--- src/rtl/imm_encoder_pkg.sv ---
// rtl/imm_encoder_pkg.sv - shared core constants: format one-hots, opcodes, encoder states, li word builders
package imm_encoder_pkg;

    localparam logic [5:0] IT_R = 6'b100000;
    localparam logic [5:0] IT_I = 6'b010000;
    localparam logic [5:0] IT_S = 6'b001000;
    localparam logic [5:0] IT_B = 6'b000100;
    localparam logic [5:0] IT_U = 6'b000010;
    localparam logic [5:0] IT_J = 6'b000001;

    localparam logic [6:0] OP_LUI = 7'b0110111;
    localparam logic [6:0] OP_IMM = 7'b0010011;

    typedef enum logic {
        ST_IDLE  = 1'b0,
        ST_LI_LO = 1'b1
    } enc_state_e;

    // (imm + 0x800) >> 12 only needs imm[31:12] plus the carry out of imm[11]
    function automatic logic [31:0] lui_word(input logic [4:0] rd, input logic [20:0] imm_31_11);
        logic [19:0] hi;
        hi = imm_31_11[20:1] + {19'b0, imm_31_11[0]};
        return {hi, rd, OP_LUI};
    endfunction

    function automatic logic [31:0] addi_word(input logic [4:0] rd, input logic [11:0] imm_lo);
        return {imm_lo, rd, 3'b000, rd, OP_IMM};
    endfunction

endpackage

--- src/rtl/imm_encoder_pack.sv ---
// rtl/imm_encoder_pack.sv - imm_pack: immediate range check and field insertion per instruction format
module imm_pack
    import imm_encoder_pkg::*;
#(
    parameter int LEN = 32
) (
    input  logic [5:0]     inst_type,
    input  logic [LEN-1:0] base_inst,
    input  logic [LEN-1:0] immediate,
    output logic [LEN-1:0] instruction,
    output logic           err
);

    logic           fits12;
    logic           fits13;
    logic           fits21;
    logic [LEN-1:0] field;
    logic [LEN-1:0] mask;

    // A value fits an N-bit signed field when all bits from N-1 upward agree
    assign fits12 = (&immediate[31:11]) || !(|immediate[31:11]);
    assign fits13 = (&immediate[31:12]) || !(|immediate[31:12]);
    assign fits21 = (&immediate[31:20]) || !(|immediate[31:20]);

    always_comb begin
        field = '0;
        mask  = '0;
        err   = 1'b0;
        case (inst_type)
            IT_R: err = 1'b0;
            IT_I: begin
                mask[31:20]  = '1;
                field[31:20] = immediate[11:0];
                err          = !fits12;
            end
            IT_S: begin
                mask[31:25]  = '1;
                mask[11:7]   = '1;
                field[31:25] = immediate[11:5];
                field[11:7]  = immediate[4:0];
                err          = !fits12;
            end
            IT_B: begin
                mask[31:25]  = '1;
                mask[11:7]   = '1;
                field[31]    = immediate[12];
                field[30:25] = immediate[10:5];
                field[11:8]  = immediate[4:1];
                field[7]     = immediate[11];
                err          = !fits13 || immediate[0];
            end
            IT_U: begin
                mask[31:12]  = '1;
                field[31:12] = immediate[31:12];
                err          = |immediate[11:0];
            end
            IT_J: begin
                mask[31:12]  = '1;
                field[31]    = immediate[20];
                field[30:21] = immediate[10:1];
                field[20]    = immediate[11];
                field[19:12] = immediate[19:12];
                err          = !fits21 || immediate[0];
            end
            default: err = 1'b1;
        endcase
        instruction = (base_inst & ~mask) | (err ? '0 : field);
    end

endmodule

--- src/rtl/imm_encoder.sv ---
// rtl/imm_encoder.sv - registered immediate encoder with valid/ready handshake
// Optional li (LUI+ADDI) expansion compiled in with IMM_ENCODER_LI_EN.
module imm_encoder
    import imm_encoder_pkg::*;
#(
    parameter int LEN = 32
) (
    input  logic           clk,
    input  logic           rst_n,
    input  logic           in_valid,
    output logic           in_ready,
    input  logic [5:0]     inst_type,
    input  logic [LEN-1:0] base_inst,
    input  logic [LEN-1:0] immediate,
    input  logic           in_li,
    output logic           out_valid,
    input  logic           out_ready,
    output logic [LEN-1:0] instruction,
    output logic           err,
    output logic           last
);

    logic [LEN-1:0] pack_inst;
    logic           pack_err;
    logic           accept;
    logic           out_fire;

    logic           out_valid_q, out_valid_d;
    logic [LEN-1:0] instruction_q, instruction_d;
    logic           err_q, err_d;
    logic           last_q, last_d;

    imm_pack #(.LEN(LEN)) u_pack (
        .inst_type   (inst_type),
        .base_inst   (base_inst),
        .immediate   (immediate),
        .instruction (pack_inst),
        .err         (pack_err)
    );

`ifdef IMM_ENCODER_LI_EN
    enc_state_e     state_q, state_d;
    logic [LEN-1:0] addi_q, addi_d;

    assign in_ready = (state_q == ST_IDLE) && (!out_valid_q || out_ready);
`else
    logic unused_in_li;

    assign unused_in_li = in_li;
    assign in_ready     = !out_valid_q || out_ready;
`endif

    assign accept   = in_valid && in_ready;
    assign out_fire = out_valid_q && out_ready;

    always_comb begin
        out_valid_d   = out_valid_q && !out_ready;
        instruction_d = instruction_q;
        err_d         = err_q;
        last_d        = last_q;
`ifdef IMM_ENCODER_LI_EN
        state_d       = state_q;
        addi_d        = addi_q;
        // In LI_LO the presented word is the LUI while last_q is low
        if (state_q == ST_LI_LO) begin
            if (out_fire) begin
                if (!last_q) begin
                    out_valid_d   = 1'b1;
                    instruction_d = addi_q;
                    err_d         = 1'b0;
                    last_d        = 1'b1;
                end else begin
                    state_d = ST_IDLE;
                end
            end
        end else if (accept && in_li) begin
            out_valid_d   = 1'b1;
            instruction_d = lui_word(base_inst[11:7], immediate[31:11]);
            err_d         = 1'b0;
            last_d        = 1'b0;
            addi_d        = addi_word(base_inst[11:7], immediate[11:0]);
            state_d       = ST_LI_LO;
        end else
`endif
        if (accept) begin
            out_valid_d   = 1'b1;
            instruction_d = pack_inst;
            err_d         = pack_err;
            last_d        = 1'b1;
        end
    end

    always_ff @(posedge clk or negedge rst_n) begin
        if (!rst_n) begin
            out_valid_q   <= 1'b0;
            instruction_q <= '0;
            err_q         <= 1'b0;
            last_q        <= 1'b0;
`ifdef IMM_ENCODER_LI_EN
            state_q       <= ST_IDLE;
            addi_q        <= '0;
`endif
        end else begin
            out_valid_q   <= out_valid_d;
            instruction_q <= instruction_d;
            err_q         <= err_d;
            last_q        <= last_d;
`ifdef IMM_ENCODER_LI_EN
            state_q       <= state_d;
            addi_q        <= addi_d;
`endif
        end
    end

    assign out_valid   = out_valid_q;
    assign instruction = instruction_q;
    assign err         = err_q;
    assign last        = last_q;

endmodule

--- config.mk ---
export PLATFORM = sky130hd
export DESIGN_NAME = imm_encoder
export DESIGN_NICKNAME = d
export VERILOG_FILES = /design/src/rtl/imm_encoder_pkg.sv /design/src/rtl/imm_encoder_pack.sv /design/src/rtl/imm_encoder.sv
export SDC_FILE = /design/constraint.sdc
export NUM_CORES = 1
export LEC_CHECK = 0
export CAP_MARGIN = 30
export CORE_MARGIN = 5
export CORE_UTILIZATION = 39
export DETAILED_ROUTE_END_ITERATION = 10
export GPL_ROUTABILITY_DRIVEN = 1
export PLACE_DENSITY = 0.75
export REMOVE_ABC_BUFFERS = 1
export SLEW_MARGIN = 5
export SYNTH_ARGS = -nofsm -noshare
export SYNTH_HDL_FRONTEND = slang
export SYNTH_HIERARCHICAL = 1
export SYNTH_SLANG_ARGS = --single-unit
export TNS_END_PERCENT = 100
--- constraint.sdc ---
create_clock -name clk -period 1.48 [get_ports clk]
set_clock_uncertainty 0.1 [all_clocks]
set_input_delay 0.148 -clock clk [delete_from_list [all_inputs] [get_ports clk]]
set_output_delay 0.148 -clock clk [all_outputs]
set_load 0.02 [all_outputs]
# ---- Word-level counts from Yosys, hierarchy flattened
# Cells that the tools add are included.
dict set report op_classes {
  n_addsub 0
  n_mul 0
  div_mod_pow 0
  order_cmp 0
  eq_ne 6
  n_shift 0
  muxes 11
  bitwise 3
  reduce_logical 28
}
# op n
set ops {}
lappend ops {{$and A32 B32 Y32} 1}
lappend ops {{$mux W32} 1}
lappend ops {{$not A32 Y32} 1}
lappend ops {{$or A32 B32 Y32} 1}
lappend ops {{$pmux W7 S4} 1}
lappend ops {{$reduce_or A12 Y1} 2}
lappend ops {{$reduce_and A21 Y1} 1}
lappend ops {{$reduce_or A21 Y1} 1}
lappend ops {{$reduce_and A20 Y1} 1}
lappend ops {{$reduce_or A20 Y1} 1}
lappend ops {{$mux W8} 2}
lappend ops {{$pmux W5 S3} 1}
lappend ops {{$reduce_and A12 Y1} 1}
lappend ops {{$mux W5} 2}
lappend ops {{$pmux W5 S2} 1}
lappend ops {{$logic_not A1 Y1} 8}
lappend ops {{$mux W7} 1}
lappend ops {{$eq A6 B1 Y1 const B} 1}
lappend ops {{$eq A6 B2 Y1 const B} 1}
lappend ops {{$eq A6 B3 Y1 const B} 1}
lappend ops {{$eq A6 B4 Y1 const B} 1}
lappend ops {{$eq A6 B5 Y1 const B} 1}
lappend ops {{$eq A6 B6 Y1 const B} 1}
lappend ops {{$logic_or A1 B1 Y1} 6}
lappend ops {{6 further kinds} 9}
dict set report totals {
  register_bits 35
  latchBits 0
  ram_bits 0
  mem_bits_ro 0
  wordCells 52
  mem_count 0
}

# ---- Depth between registers and ports, before layout
dict set report depth {
  word_depth 8
  ltp_mapped 9
}

# ---- Cells and area by module
# The synthesis kept the hierarchy.
# module n_inst cells_per_inst area_each_um2 seq_area_each_um2
set modules_own_cells {}
lappend modules_own_cells {imm_encoder 1 75 1427.6 875.8}
lappend modules_own_cells {imm_pack 1 153 1041.0 0.0}

# ---- Worst setup path before layout
# OpenSTA, ideal clock, no wires.
dict set report synth_timing {
  path_type {input -> register}
  startpoint {in inst_type[4]}
  endpoint {reg err_q (netlist: err)}
  setup_time_ps 125
  t_arrival_ps 2010
  required_time_ps 1255
  path_slack_ps -755
  cell_stages 8
  path_buffers 2
  cell_sequence {buf_6 or4_4 nor3b_4 a21oi_1 o221a_1 buf_6 or2_2 mux2_2}
}
dict set report synth_between {
  elab_chain_len 3
}
# element line
set synth_lines {}
lappend synth_lines {{start, declared} imm_encoder.sv:12} ;# input logic [5:0] inst_type,
lappend synth_lines {{$eq A6 B5 Y1 / $eq A6 B4 Y1 (equally long branches)} imm_encoder_pack.sv:29} ;# case (inst_type)
lappend synth_lines {{$reduce_or A2 Y1 (no source line)} --}
lappend synth_lines {{$pmux W1 S5 *} imm_encoder_pack.sv:29}
lappend synth_lines {{via pack_err} imm_encoder.sv:24} ;# logic pack_err;
lappend synth_lines {{end signal, assigned} imm_encoder.sv:106} ;# err_q <= err_d;
lappend synth_lines {{end, declared} imm_encoder.sv:30} ;# logic err_q, err_d;
# Mark *: on every way through the listed nets, which the timed path passes. The rest lies on a longest branch.
# A chain may end at the register's enable or synchronous reset.

# ---- Worst setup path after layout
dict set report layout_timing {
  startpoint {in inst_type[3]}
  endpoint {reg err_q (netlist: err)}
}
# Same word-level chain as after synthesis.

==> summary.md <==
| Metric | Value |
|---|---|
| Comb power frac | `0.407` |
| Timing endpoint of the critical path | `err$_DFFE_PN0P_` |
| Post-route ant nets | `0` |
| Async S/R FF share, synth | `1.00` |
| CP Cell Sequence | `buf_6 > or4_4 > nor3b_4 > a21oi_2 > o221a_4 > or2_4 > mux2_2` |
| Setup crit end kind | `register` |
| Vias | `2598` |
| Syn Inst Count | `around 230` |
| Hold Path Class | `in -> async` |
| Core Box Area | `6240 sq um` |
| Top Family by Delay on Critical Path | `simple AND/OR/NAND/NOR gates` |
| DIE AREA | `8020 sq um` |
| Antenna violations before repair | `0` |
| Fin worst setup slack | `-0.453 ns` |
| CP max stage cell | `or4_4` |
| Highest routed layer | `met4` |
| Largest net degree at the start of global routing | `36` |
| GRT overflow | `0` |
| Clock power frac | `0.225` |
| Vias/cell | `5.42` |
| Total power | `3.21 mW` |
| Peak VDD IR | `0.000443 V` |
| Num rows | `29` |
| Final setup violating endpoints | `26` |
| Diode count | `0` |
| Status | `finished, violations left` |
| WL final | `8990 microns` |
| DR WL met2 | `4700 microns` |
| IO Pins | `111` |
| Placed cell count | `roughly 450` |
| Die Y | `89.6 microns` |
| Initial DRC Count | `95` |
| EDFF count, synth | `0` |
| Worst slew pin tran | `0.607 ns` |
| Clock tree sinks | `35` |
| Relative slew slack | `0.591` |
| Final Util | `0.725` |
| First-pass GRT wire length | `13400 microns` |
| Met3 WL | `514 microns` |
| CP Class | `in -> reg` |
| Synth-to-Final Area Change | `83.2%` |
| Clk_lat worst skew | `0.28 ns` |
| Post-layout minimum cycle time | `1.93 ns` |
| Crit-path max cell delay | `between 0.5 and 0.6 ns` |
| WP buf/inv | `1` |
| RSZ-0062 raised after global routing | `true` |
| PortBufs | `109` |
| Post-DP HPWL | `6260 microns` |
| Max Slew Vio Count | `0` |
| DR WL/cell | `18.8 microns` |
| Reg2Reg Launch Point | `out_valid$_DFF_PN0_` |
| Net load switching power | `1.04 mW` |
| Mean cell area of the mapped netlist | `10.8 sq um` |
| H-tree Lvls | `2` |
| Crit share post-route | `1.31` |
| Flops & latches, synth | `35` |
| Tot GR Track Use | `0.216` |
| Yosys cell types | `43` |
| Internal | `roughly 2.2 mW` |
| Post-Syn Area | `2470 sq um` |
| Power density over the cells | `710 nW/um^2` |
| Clk root buf | `clkbuf_8` |
| Worst Path Arrival | `2.00 ns` |
| Nets | `477` |
| Die W | `89.6 microns` |
| Switching fraction of total power | `0.325` |
| Residual DRC | `0` |
| Hold_ws | `0.334 ns` |
| Ys Warns | `6` |
| Levels on crit path | `7` |
| Fmax | `0.517 GHz` |
| Critical Path Start Type | `input port` |
| R2R depth | `4` |
| Inserted Clock Buffers | `5` |
| # Max-Cap Violations | `0` |
| Fin. Hold Viols | `0` |
| Starting Density | `0.396` |
| Layout cells sized above 1 | `0.460` |
| Global placement routability congestion | `0.868` |
| Sequential Power Share | `0.368` |
| Maximum fanout along the worst path | `6` |
| R2R Setup Slk | `0.17 ns` |
| Vias in the first global route | `2808` |
| CP Launch Point | `inst_type[3]` |
| Pleak | `1.99 nW` |
| Final std cells w/o fill | `479` |
| Seq/Total Area, Yosys | `0.355` |
| Worst path required time | `between 1.5 and 2 ns` |
| First drt pass iteration count | `4` |
| Post-synth top flop | `dfrtp_1` |
| CTS clk-pin slew, worst paths | `0.08 ns` |
| Violated checks | `negative setup slack` |
| CTS tree | `built` |
| WL met1 | `3490 microns` |
| CTS Buffer Depth | `2` |
| Reg-to-Reg End | `err$_DFFE_PN0P_` |
-- placed cells by master, fill, tap and decap left out, drive strengths merged, types with 4 or more instances in the layout --
cell           Yosys  final
nor3               5      5
dlygate4sd2        0     49
nor4               7      7
o21ai              4      4
clkdlybuf4s50      0     41
clkbuf             2      6
nand2             41     41
nand4              5      5
dfrtp             35     35
nor2               6      6
buf               18     89
clkdlybuf4s15      0      7
mux2              33     33
o31ai             25     25
a22oi             10     10
-- worst reg2reg max path, stage by stage, from the launching register on --
cell and delay (ns):
dfrtp_1 0.39, nand2b_4 0.08, nand2_4 0.12, buf_12 0.17
mux2_2 0.34
-- Yosys cell counts (all sizes together) (3+ instances only) --
cell,instances,share of area
o211ai,3,0.0091
a22oi,10,0.030
nor3b,3,0.016
o31ai,25,0.12
o21ai,4,0.0081
nand2b,3,0.011
nand2,41,0.065
nor4,7,0.018
nor3,5,0.010
mux2,33,0.19
or4,3,0.011
buf,18,0.060
nand4,5,0.013
nand3,3,0.0061
dfrtp,35,0.35
or2,3,0.0076
nor2,6,0.0091
-- area by class of cell --
cell class	instances	area, sq um
Multi-Input combinational cell	171	1770
Clock inverter	1	5.00
Inverter	2	7.51
Fill cell	444	1720
Tap cell	77	96.3
Clock buffer	6	82.6
Sequential cell	35	876
Timing Repair Buffer	187	1680
-- metrics by stage --
step	setup slack, ns	setup TNS (ns)	instance area (sq um)
after floorplan	-1.43	-36.62	2310
after global placement	-1.13	-29.35	3960
after detailed placement	-1.20	-29.84	3960
after CTS	-0.473	-11.70	4340
after global routing	-0.490	-12.06	4520
final	-0.453	-11.22	4520
-- worst min-delay path by stage --
stage                                        to  slack (ns)  cells past startpoint         start
floorplan                       err$_DFFE_PN0P_       -0.25                      0         rst_n
global placement    instruction[18]$_DFFE_PN0P_        0.12                      2         rst_n
detailed placement  instruction[18]$_DFFE_PN0P_        0.13                      2         rst_n
CTS                 instruction[18]$_DFFE_PN0P_        0.35                      3         rst_n
global route         instruction[2]$_DFFE_PN0P_        0.37                      2  base_inst[2]
finish              instruction[18]$_DFFE_PN0P_        0.33                      3         rst_n
-- power by group through the flow --
stage / Sequential, mW / Combinational [mW] / Clock, mW
floorplan: 1.37 / 0.378 / 0
detailed placement: 1.20 / 1.28 / 0
global placement: 1.20 / 1.26 / 0
CTS: 1.18 / 1.25 / 0.733
finish: 1.18 / 1.31 / 0.721
global route: 1.20 / 1.38 / 0.781
-- cells by family (layout without fill, tap and decap cells) --
family | after synthesis | in the layout | share of synthesized area
compound gates | 51 | 51 | 0.194
mux | 33 | 33 | 0.195
buf+inv | 22 | 196 | 0.0664
xor+xnor | 3 | 3 | 0.0106
simple gates | 84 | 84 | 0.179
flops | 35 | 35 | 0.355
-- registers in the layout (all words and copies together) (netlist names) --
name         flops
err              1
out_valid        1
instruction     32
last             1
-- metal layers --
metal  vias up  track usage
met4         0       0.0893
met3        30       0.0406
met2       106        0.382
met1      1266        0.254
met5         -            0
li1       1196            -
-- what timing repair did --
item                                    in CTS  in global routing
hold buffers                                 1                  0
gates resized for setup                    161                 28
endpoints found under the hold margin       35                  0
setup buffers                               16                  5
pin swaps                                   41                 34
endpoints found under the setup margin      62                 26
Power figures use the tool's default switching activity.
